[src/rtl/axil_wr_router.sv]
// Write-path router: steers AW/W to the decoded slave, returns its B, and answers unmapped writes with DECERR.
// Slave valid 2 cycles after master AW&W valid (DECERR bvalid after 3); all flow is valid/ready, master stalls until the selected slave accepts.
module axil_wr_router #(
  parameter int NUMBER_SLAVE   = 4,
  parameter int AXI_ADDR_WIDTH = 32,
  parameter int AXI_DATA_WIDTH = 32
) (
  input  logic                          aclk,
  input  logic                          aresetn,
  input  logic [NUMBER_SLAVE-1:0]       slv_valid,
  input  logic                          slv_invalid,
  input  logic [AXI_ADDR_WIDTH-1:0]     m_axil_awaddr,
  input  logic                          m_axil_awvalid,
  output logic                          m_axil_awready,
  input  logic [AXI_DATA_WIDTH-1:0]     m_axil_wdata,
  input  logic [AXI_DATA_WIDTH/8-1:0]   m_axil_wstrb,
  input  logic                          m_axil_wvalid,
  output logic                          m_axil_wready,
  output logic [1:0]                    m_axil_bresp,
  output logic                          m_axil_bvalid,
  input  logic                          m_axil_bready,
  output logic [AXI_ADDR_WIDTH-1:0]     s_axil_awaddr,
  output logic [NUMBER_SLAVE-1:0]       s_axil_awvalid,
  input  logic [NUMBER_SLAVE-1:0]       s_axil_awready,
  output logic [AXI_DATA_WIDTH-1:0]     s_axil_wdata,
  output logic [AXI_DATA_WIDTH/8-1:0]   s_axil_wstrb,
  output logic [NUMBER_SLAVE-1:0]       s_axil_wvalid,
  input  logic [NUMBER_SLAVE-1:0]       s_axil_wready,
  input  logic [2*NUMBER_SLAVE-1:0]     s_axil_bresp,
  input  logic [NUMBER_SLAVE-1:0]       s_axil_bvalid,
  output logic [NUMBER_SLAVE-1:0]       s_axil_bready
);

  typedef enum logic [2:0] {IDLE, DECODE, FWD, RESP, ERR_ACK, ERR_RESP} state_t;

  state_t                  r_state, w_state_nxt;
  logic [NUMBER_SLAVE-1:0] r_sel, w_sel_nxt, w_sel_low;
  logic                    r_aw_done, r_w_done, w_aw_done_nxt, w_w_done_nxt;
  logic                    w_sel_awready, w_sel_wready, w_sel_bvalid;
  logic [1:0]              w_sel_bresp;
  logic                    w_fwd_awready, w_fwd_wready, w_aw_hs, w_w_hs;

  assign s_axil_awaddr = m_axil_awaddr;
  assign s_axil_wdata  = m_axil_wdata;
  assign s_axil_wstrb  = m_axil_wstrb;

  // Isolate the lowest set bit so a malformed multi-hot select still picks one slave.
  assign w_sel_low = slv_valid & (~slv_valid + NUMBER_SLAVE'(1));

  always_comb begin
    w_sel_awready = 1'b0;
    w_sel_wready  = 1'b0;
    w_sel_bvalid  = 1'b0;
    w_sel_bresp   = 2'b00;
    for (int i = 0; i < NUMBER_SLAVE; i++) begin
      if (r_sel[i]) begin
        w_sel_awready = s_axil_awready[i];
        w_sel_wready  = s_axil_wready[i];
        w_sel_bvalid  = s_axil_bvalid[i];
        w_sel_bresp   = s_axil_bresp[2*i +: 2];
      end
    end
  end

  always_ff @(posedge aclk or negedge aresetn) begin
    if (!aresetn) begin
      r_state   <= IDLE;
      r_sel     <= '0;
      r_aw_done <= 1'b0;
      r_w_done  <= 1'b0;
    end else begin
      r_state   <= w_state_nxt;
      r_sel     <= w_sel_nxt;
      r_aw_done <= w_aw_done_nxt;
      r_w_done  <= w_w_done_nxt;
    end
  end

  always_comb begin
    w_state_nxt    = r_state;
    w_sel_nxt      = r_sel;
    w_aw_done_nxt  = r_aw_done;
    w_w_done_nxt   = r_w_done;
    w_fwd_awready  = w_sel_awready & ~r_aw_done;
    w_fwd_wready   = w_sel_wready & ~r_w_done;
    w_aw_hs        = 1'b0;
    w_w_hs         = 1'b0;
    m_axil_awready = 1'b0;
    m_axil_wready  = 1'b0;
    m_axil_bvalid  = 1'b0;
    m_axil_bresp   = 2'b00;
    s_axil_awvalid = '0;
    s_axil_wvalid  = '0;
    s_axil_bready  = '0;
    case (r_state)
      IDLE: begin
        if (m_axil_awvalid && m_axil_wvalid) w_state_nxt = DECODE;
      end
      DECODE: begin
        w_sel_nxt = w_sel_low;
        if (|slv_valid)       w_state_nxt = FWD;
        else if (slv_invalid) w_state_nxt = ERR_ACK;
        else                  w_state_nxt = IDLE;
      end
      FWD: begin
        s_axil_awvalid = r_sel & {NUMBER_SLAVE{m_axil_awvalid & ~r_aw_done}};
        s_axil_wvalid  = r_sel & {NUMBER_SLAVE{m_axil_wvalid & ~r_w_done}};
        m_axil_awready = w_fwd_awready;
        m_axil_wready  = w_fwd_wready;
        w_aw_hs        = m_axil_awvalid & w_fwd_awready;
        w_w_hs         = m_axil_wvalid & w_fwd_wready;
        w_aw_done_nxt  = r_aw_done | w_aw_hs;
        w_w_done_nxt   = r_w_done | w_w_hs;
        if ((r_aw_done | w_aw_hs) && (r_w_done | w_w_hs)) begin
          w_aw_done_nxt = 1'b0;
          w_w_done_nxt  = 1'b0;
          w_state_nxt   = RESP;
        end
      end
      RESP: begin
        m_axil_bvalid = w_sel_bvalid;
        m_axil_bresp  = w_sel_bresp;
        s_axil_bready = r_sel & {NUMBER_SLAVE{m_axil_bready}};
        if (w_sel_bvalid && m_axil_bready) w_state_nxt = IDLE;
      end
      ERR_ACK: begin
        m_axil_awready = 1'b1;
        m_axil_wready  = 1'b1;
        w_state_nxt    = ERR_RESP;
      end
      ERR_RESP: begin
        m_axil_bvalid = 1'b1;
        m_axil_bresp  = 2'b11;
        if (m_axil_bready) w_state_nxt = IDLE;
      end
      default: w_state_nxt = IDLE;
    endcase
  end

endmodule

[config.mk]
export PLATFORM = sky130hd
export DESIGN_NAME = axil_wr_router
export DESIGN_NICKNAME = d
export VERILOG_FILES = /design/src/rtl/axil_wr_router.sv
export SDC_FILE = /design/constraint.sdc
export NUM_CORES = 1
export LEC_CHECK = 0
export BUFFER_PORTS_ARGS = -buffer_cell sky130_fd_sc_hd__buf_2
export CORE_AREA = 2 2 70 72
export DETAILED_ROUTE_END_ITERATION = 16
export DIE_AREA = 0 0 72 74
export PLACE_DENSITY = 0.81
export SYNTH_ARGS = -nofsm -noshare
export SYNTH_HDL_FRONTEND = slang
export SYNTH_SLANG_ARGS = --single-unit
export TNS_END_PERCENT = 30
[constraint.sdc]
create_clock -name aclk -period 2.65 [get_ports aclk]
set_input_delay 0.53 -clock aclk [delete_from_list [all_inputs] [get_ports aclk]]
set_output_delay 0.53 -clock aclk [all_outputs]
set_load 0.05 [all_outputs]
* Yosys cells after proc, flatten, opt, wreduce, memory -nomap -nowiden
Index checks and enable logic that the tools add are counted.
Widths: inputs -> output; s select.
** Word-level totals
- Bits in registers :: 9
- Bits of input ports :: 98
** Operators by class
- Add/subtract/negate cells :: 1
- Equal/unequal tests :: 9
- Mux-type cells :: 32
- Bitwise gates (word level) :: 15
- Reductions and logical operators :: 6
** Operators with widths (count)
- $mux 3 :: 6
- $pmux 3 s6 :: 1
- $and 4x4->4 :: 4
- $mux 1 :: 14
- $mux 4 :: 3
- $mux 2 :: 4
- $ne 2x2->1 const B :: 4
- $and 1x1->1 :: 6
- $eq 3x2->1 const B :: 2
- $eq 3x3->1 const B :: 2
- $pmux 1 s2 :: 3
- $add 4x1->4 const B :: 1
- $not 4->4 :: 1
- $pmux 2 s2 :: 1
- $reduce_and 4->1 :: 1
- $reduce_or 4->1 :: 1
- $eq 3x1->1 const B :: 1
- $logic_and 1x1->1 :: 3
- $logic_not 3->1 :: 1
- $not 1->1 :: 2
- $or 1x1->1 :: 2

* Longest topological paths before layout
Gate-level depths: netlist (run 1).
- Depth in word-level cells :: 10
- Mapped depth :: 5
- Gate-level depth less buffers :: 4

* Least setup slack after synthesis (run 1)
Ideal clock, no wire load.
- Path kind :: reg-to-output
- From :: register r_state[2]
- To :: output port m_axil_bresp[0]
- Data arrival time :: 1.885 ns
- Data required time :: 2.120 ns
- Slack :: 0.235 ns
- Stages on the path, launching flop included :: 4
- Buffers on the path :: 0
- Path through :: dfrtp_1 nand2b_1 or4_1 a21boi_1
** Between the ends
- Cells in the longest elaborated chain, start to end :: 2
- Elaborated cells between the ends (all ways) :: 3
** Ends and longest elaborated chain
- start, declared :: RTL line 36 : state_t r_state, w_state_nxt;
- start signal, assigned :: RTL line 72 : r_state <= w_state_nxt;
- $eq 3x3->1 or $eq 3x2->1 (tied branches) :: RTL line 95 : case (r_state)
- $pmux 2 s2 * :: RTL line 95
- end, declared :: RTL line 19 : output logic [1:0] m_axil_bresp,
Mark *: on every way between the ends. The rest lies on a longest branch, timed or not.

* Worst setup path in the final report (run 1)
- From :: register r_sel[1]
- To :: output port m_axil_bresp[1]
** Between the ends
- Cells in the longest elaborated chain, start to end :: 4
** Ends and longest elaborated chain
- start, declared :: RTL line 37 : logic [NUMBER_SLAVE-1:0] r_sel, w_sel_nxt, w_sel_low;
- start signal, assigned :: RTL line 73 : r_sel <= w_sel_nxt;
- $mux 2 (3 in a row) :: RTL line 56 : if (r_sel[i]) begin
- $pmux 2 s2 :: RTL line 95
No other way between the ends.

==> results of run 1 <==
## metrics by stage
stage	setup WS [ps]	total power [mW]	cells
final	166	1.16	207
after global routing	28.1	1.25	207
after CTS	67.0	1.16	207
after detailed placement	326	0.996	203
after global placement	391	0.981	203
after floorplan	235	1.10	175
## sequential cells by signal (all words and copies together), names as in the netlist
signal / cells
r_w_done: 1
r_state: 3
r_sel: 4
r_aw_done: 1
## kinds of logic (layout without fill, tap and decap cells)
kind of cell,after synthesis,after routing,synth area share
AOI/OAI and AO/OA,34,34,0.182
buffers and inverters,77,55,0.407
DFF,9,9,0.167
muxes,2,2,0.0158
and+or+nand+nor,53,53,0.228
## cells in the final DEF, fill, tap and decap left out, types with 2 or more instances in the layout
cell,instances
dfrtp_1,9
o311ai_1,2
nor3_1,3
a221oi_1,2
inv_1,4
and2_1,12
or3_1,2
a21boi_1,2
nor2_1,7
nand2b_1,4
o21ai_1,2
nor2b_1,5
clkbuf_8,3
or4_1,2
a31oi_1,2
nand2_1,8
o21a_1,2
a211o_1,2
buf_2,46
nand3b_1,4
a21oi_1,8
o21ai_0,2
a211oi_1,2
## area by class of cell
cell class	instances	area [um^2]	area share
multi-input combinational	89	579	0.495
clock buffer	4	45.0	0.0385
inverter	4	15.0	0.0128
timing repair buffer	47	238	0.203
sequential	9	225	0.193
tap	54	67.6	0.0578
## power breakdown
| part | switching (mW) | leakage (nW) | internal [mW] |
|---|---|---|---|
| Sequential | 0.105 | 0.116 | 0.187 |
| Clock | 0.0554 | 0.0228 | 0.105 |
| Combinational | 0.441 | 0.415 | 0.265 |
| Total | 0.601 | 0.554 | 0.557 |
## per-layer routing
layer  global-route usage  vias to the layer above  wire length (um)
met5                    0                        -                 0
met4               0.0776                        0               157
met3               0.0447                       22               283
met2                0.202                       56              1560
met1                0.123                      474              1260
li1                     -                      484                 -
## final timing paths
kind,from,end
setup / recovery,r_sel[1],m_axil_bresp[1]
hold / removal,aresetn,r_state[0]
setup reg to reg,r_sel[3],r_state[0]
hold reg to reg,r_state[2],r_state[1]
max in group asynchronous,aresetn,r_sel[2]
min in group aclk,slv_valid[3],r_sel[3]
## timing repair
action	in CTS	in global routing
endpoints found under the hold margin	0	0
setup endpoints to repair	0	4
resized for setup	0	1
==> flow_summary.yaml, run 1 <==
cells_and_area:
  area_growth_pct: -13.3
  fin_util: 0.254
  diodes: 0
  stdcell_area_um2: 1170
  fillers: 508
  nets: 252
  drive_above_1_share: 0.373
worst_setup_path:
  path_cells: "nor2b_1 -> a221oi_1 -> or4_1 -> a21boi_1 -> buf_2"
  critPathSlowestCell: "dfrtp_1"
  worstSetupEndpointType: "output port"
  crit_fanout: 12
  cp_top_family: "simple AND/OR/NAND/NOR gates"
  worst-endpoint-arrival_ps: 1950
  rrSetupSlack_ps: 890
  worst_r2r_path_depth: 4
  cp.required_ps: 2120
  critical_path_class: "reg2out"
  cp.depth: 5
  cpPeakStageDelay_ps: 490
  path_buf_inv: 1
  startpoint_type: "flop"
timing:
  finalMaxSlewViolations: 0
  fin_crit_ps: 2480
  finalHoldViolations: 0
  maxSlewHeadroom: 0.678
  tightest_slew_ps: 482
  hold_slack_ps: 147
  max_freq_ghz: 0.403
  fin_worst_skew_ps: 6.30
  period_share: 0.938
  rsz0062_at_grt: "no"
  setup_viol: 0
  setup-tns-final_ps: 0
floorplanning:
  dieArea_um2: 5330
  rows: 25
  die_width_um: 72
  pin_count: 183
  core_um2: 4600
  start_util: 0.293
  die_h_um: 74
yosys:
  synth_area_per_cell_um2: 7.71
  synth_seq_cells: 9
  synth_top_area_frac: 0.378
  ys_top_cells_by_count: "68 x buf_4, 12 x and2_1, 9 x dfrtp_1, 8 x a21oi_1, 8 x nand2_1"
  ys_seq_area_frac: 0.167
  yosys-top-cells-area: "buf_4 38%, dfrtp_1 17%, and2_1 5.6%"
  synthCells: 175
  synthFlopType: "dfrtp_1"
  synth_nets: 273
  yosysUniqueCellTypes: 39
  yosysMostFrequentCell: "buf_4"
  ys_warn_count: 0
  synth_edf_count: 0
  yosysTopAreaCell: "buf_4"
  synthArstFlopShare: 1.00
  syn_area_um2: 1350
drt:
  drt-initial-drc-count: 42
  wire_per_inst_um: 15.7
  postRouteAntennaNets: 0
  vias: 1036
  routed_wl_mm: 3.26
  drc: 0
  drtPass1Iterations: 4
  vias_per_cell: 5.00
placement:
  place_hpwl_mm: 2.65
  gp_congestion: 0.927
  dpl_cell_area_um2: 1120
  port_buffers: 46
global_route:
  grt_pass1_vias: 1041
  grt_max_degree: 16
  antenna_found_initial: 0
  grt_use_total: 0.118
  grt_overflow_total: 0
  grt_pass1_wl_mm: 4.84
clock_network:
  cts_buffer_depth: 2
  numCtsBuffers: 3
  cts_sinks: 9
  clk_pin_slew_worst_paths_ps: 50
  cts_max_level: 1
  cts_tree: "done"
  post_cts_buffers: 0
  clk_latency_ps: 230
  root_buffer: "clkbuf_8"
  cts.hold.buffers_added: 0
outcome:
  status: "completed"
flow_run:
  cap_violations: 0
min_path:
  holdCritPathClass: "in2async"
pwr:
  p_leak_nw: 0.554
  peakVddDrop_mv: 0.262
  power.density_nw_per_um2: 990
No activity file was read; power rests on OpenSTA's default activity.
==> run 2, diff against run 1 <==
Settings changed: CORE_AREA 2 2 70 72 to 2 2 71 73, DIE_AREA 0 0 72 74 to 0 0 73 75, PLACE_DENSITY 0.81 to 0.79.
Clock period 2.65 ns to 2.5 ns, I/O delays scaled along.
==> run 2 against run 1 <==
  * Die area rose by 2.8%
  * Clock power rose by 3%
  * Clock skew fell by 4.4 ps
  * Setup slack got worse by 39 ps
  * Sequential cell count did not move
  * First-iteration DRC count rose to 3.5 times the previous value
  * Hold slack got worse by 27 ps
  * Critical path depth fell by 1
  * Sequential share of layout area barely moved
==> flow_summary.yaml, run 2 (synthesized netlist as in run 1, its figures left out) <==
timing:
  setup-tns-final_ps: 0
  setup_slack_ps: 126
  setup_viol: 0
  fin_worst_skew_ps: 1.86
  fin_crit_ps: 2370
  period_share: 0.950
  finalHoldViolations: 0
  hold_slack_ps: 120
  finalMaxSlewViolations: 0
  maxSlewHeadroom: 0.688
  max_freq_ghz: 0.421
  tightest_slew_ps: 468
min_path:
  holdCritPathClass: "in2async"
pwr:
  p_leak_nw: 0.551
  seq_power_share: 0.254
  switching_share: 0.514
  peakVddDrop_mv: 0.258
  p_int_mw: 0.599
  comb_power_share: 0.612
  p_switching_mw: 0.633
  power.density_nw_per_um2: 1040
  clkPwrFrac: 0.134
  fin_total_pwr_mw: 1.23
floorplanning:
  core_um2: 4660
  pin_count: 183
  die_width_um: 73
  die_h_um: 75
  rows: 25
  dieArea_um2: 5480
  start_util: 0.289
cells_and_area:
  largest_reg_flops: 4
  stdcell_area_um2: 1180
  final_common_cell: "buf_2"
  drive_above_1_share: 0.392
  largest_registers: "r_sel: 4 flops, r_state: 3 flops"
  fin_util: 0.253
  diodes: 0
  layout_common_cells: "44 x buf_2, 12 x and2_1, 8 x nand2_1, 8 x a21oi_1"
  fin_cells: 207
  fillers: 501
  area_growth_pct: -12.5
  regMostFlops: "r_sel"
  nets: 252
worst_setup_path:
  rrSetupSlack_ps: 890
  worst-endpoint-arrival_ps: 1870
  cp.required_ps: 2000
  startpoint_type: "flop"
  crit_fanout: 8
  worstSetupEndpointType: "output port"
  critical_path_class: "reg2out"
drt:
  drt-initial-drc-count: 148
  vias: 1058
  wire_per_inst_um: 15.7
  vias_per_cell: 5.11
  drc: 0
  routed_wl_mm: 3.24
  postRouteAntennaNets: 0
  drtPass1Iterations: 5
clock_network:
  numCtsBuffers: 3
  clk_latency_ps: 230
  root_buffer: "clkbuf_8"
  cts.hold.buffers_added: 0
  post_cts_buffers: 0
  cts_tree: "done"
  cts_sinks: 9
  cts_buffer_depth: 2
  clk_pin_slew_worst_paths_ps: 40
  cts_max_level: 1
  cts-resized-gates: 0
placement:
  port_buffers: 46
  place_inst: 203
  gp_congestion: 0.885
  place_hpwl_mm: 2.71
  dpl_cell_area_um2: 1120
  pre_cts_slack_ps: 273
global_route:
  grt_overflow_total: 0
  grt_pass1_vias: 1037
  grt_pass1_wl_mm: 4.85
  grt_use_total: 0.116
  grt_max_degree: 16
  antenna_found_initial: 0
outcome:
  status: "completed"
flow_run:
  cap_violations: 0
run 2: power by group through the flow:
stage | Sequential (mW) | Combinational [mW] | Clock (mW)
after global routing | 0.332 | 0.824 | 0.181
final | 0.313 | 0.754 | 0.165
after floorplan | 0.240 | 0.924 | 0
after detailed placement | 0.309 | 0.743 | 0
after global placement | 0.306 | 0.734 | 0
after CTS | 0.307 | 0.746 | 0.168
run 2: metal layers:
metal,vias to the layer above,track usage,share of wire
met1,476,0.120,0.35
li1,488,-,-
met4,0,0.0741,0.047
met5,-,0,0
met2,72,0.183,0.46
met3,22,0.0643,0.13
run 2: layout make-up:
cell class,instances,area [um^2],share of cell area
multi-input cells,89,582,0.493
repair buffers,47,243,0.206
flip-flops and latches,9,228,0.193
well taps,54,67.6,0.0573
clock buffers,4,45.0,0.0382
inverters,4,15.0,0.0127
run 2: worst paths after layout:
check	start	end	cells after the start
worst max-delay path	r_state[2]	m_axil_bresp[1]	4
worst min-delay path	aresetn	r_state[0]	1
worst max register to register	r_sel[2]	r_state[0]	4
worst min register to register	r_state[2]	r_state[1]	1
max in group asynchronous	aresetn	r_sel[1]	1
min in group aclk	slv_valid[3]	r_sel[3]	2
run 2: critical path, cell delays in order, from the launching register on:
cell and delay [ps]:
dfrtp_1 430, nand2b_1 280, or4_1 550, a21boi_1 140
clkbuf_4 240
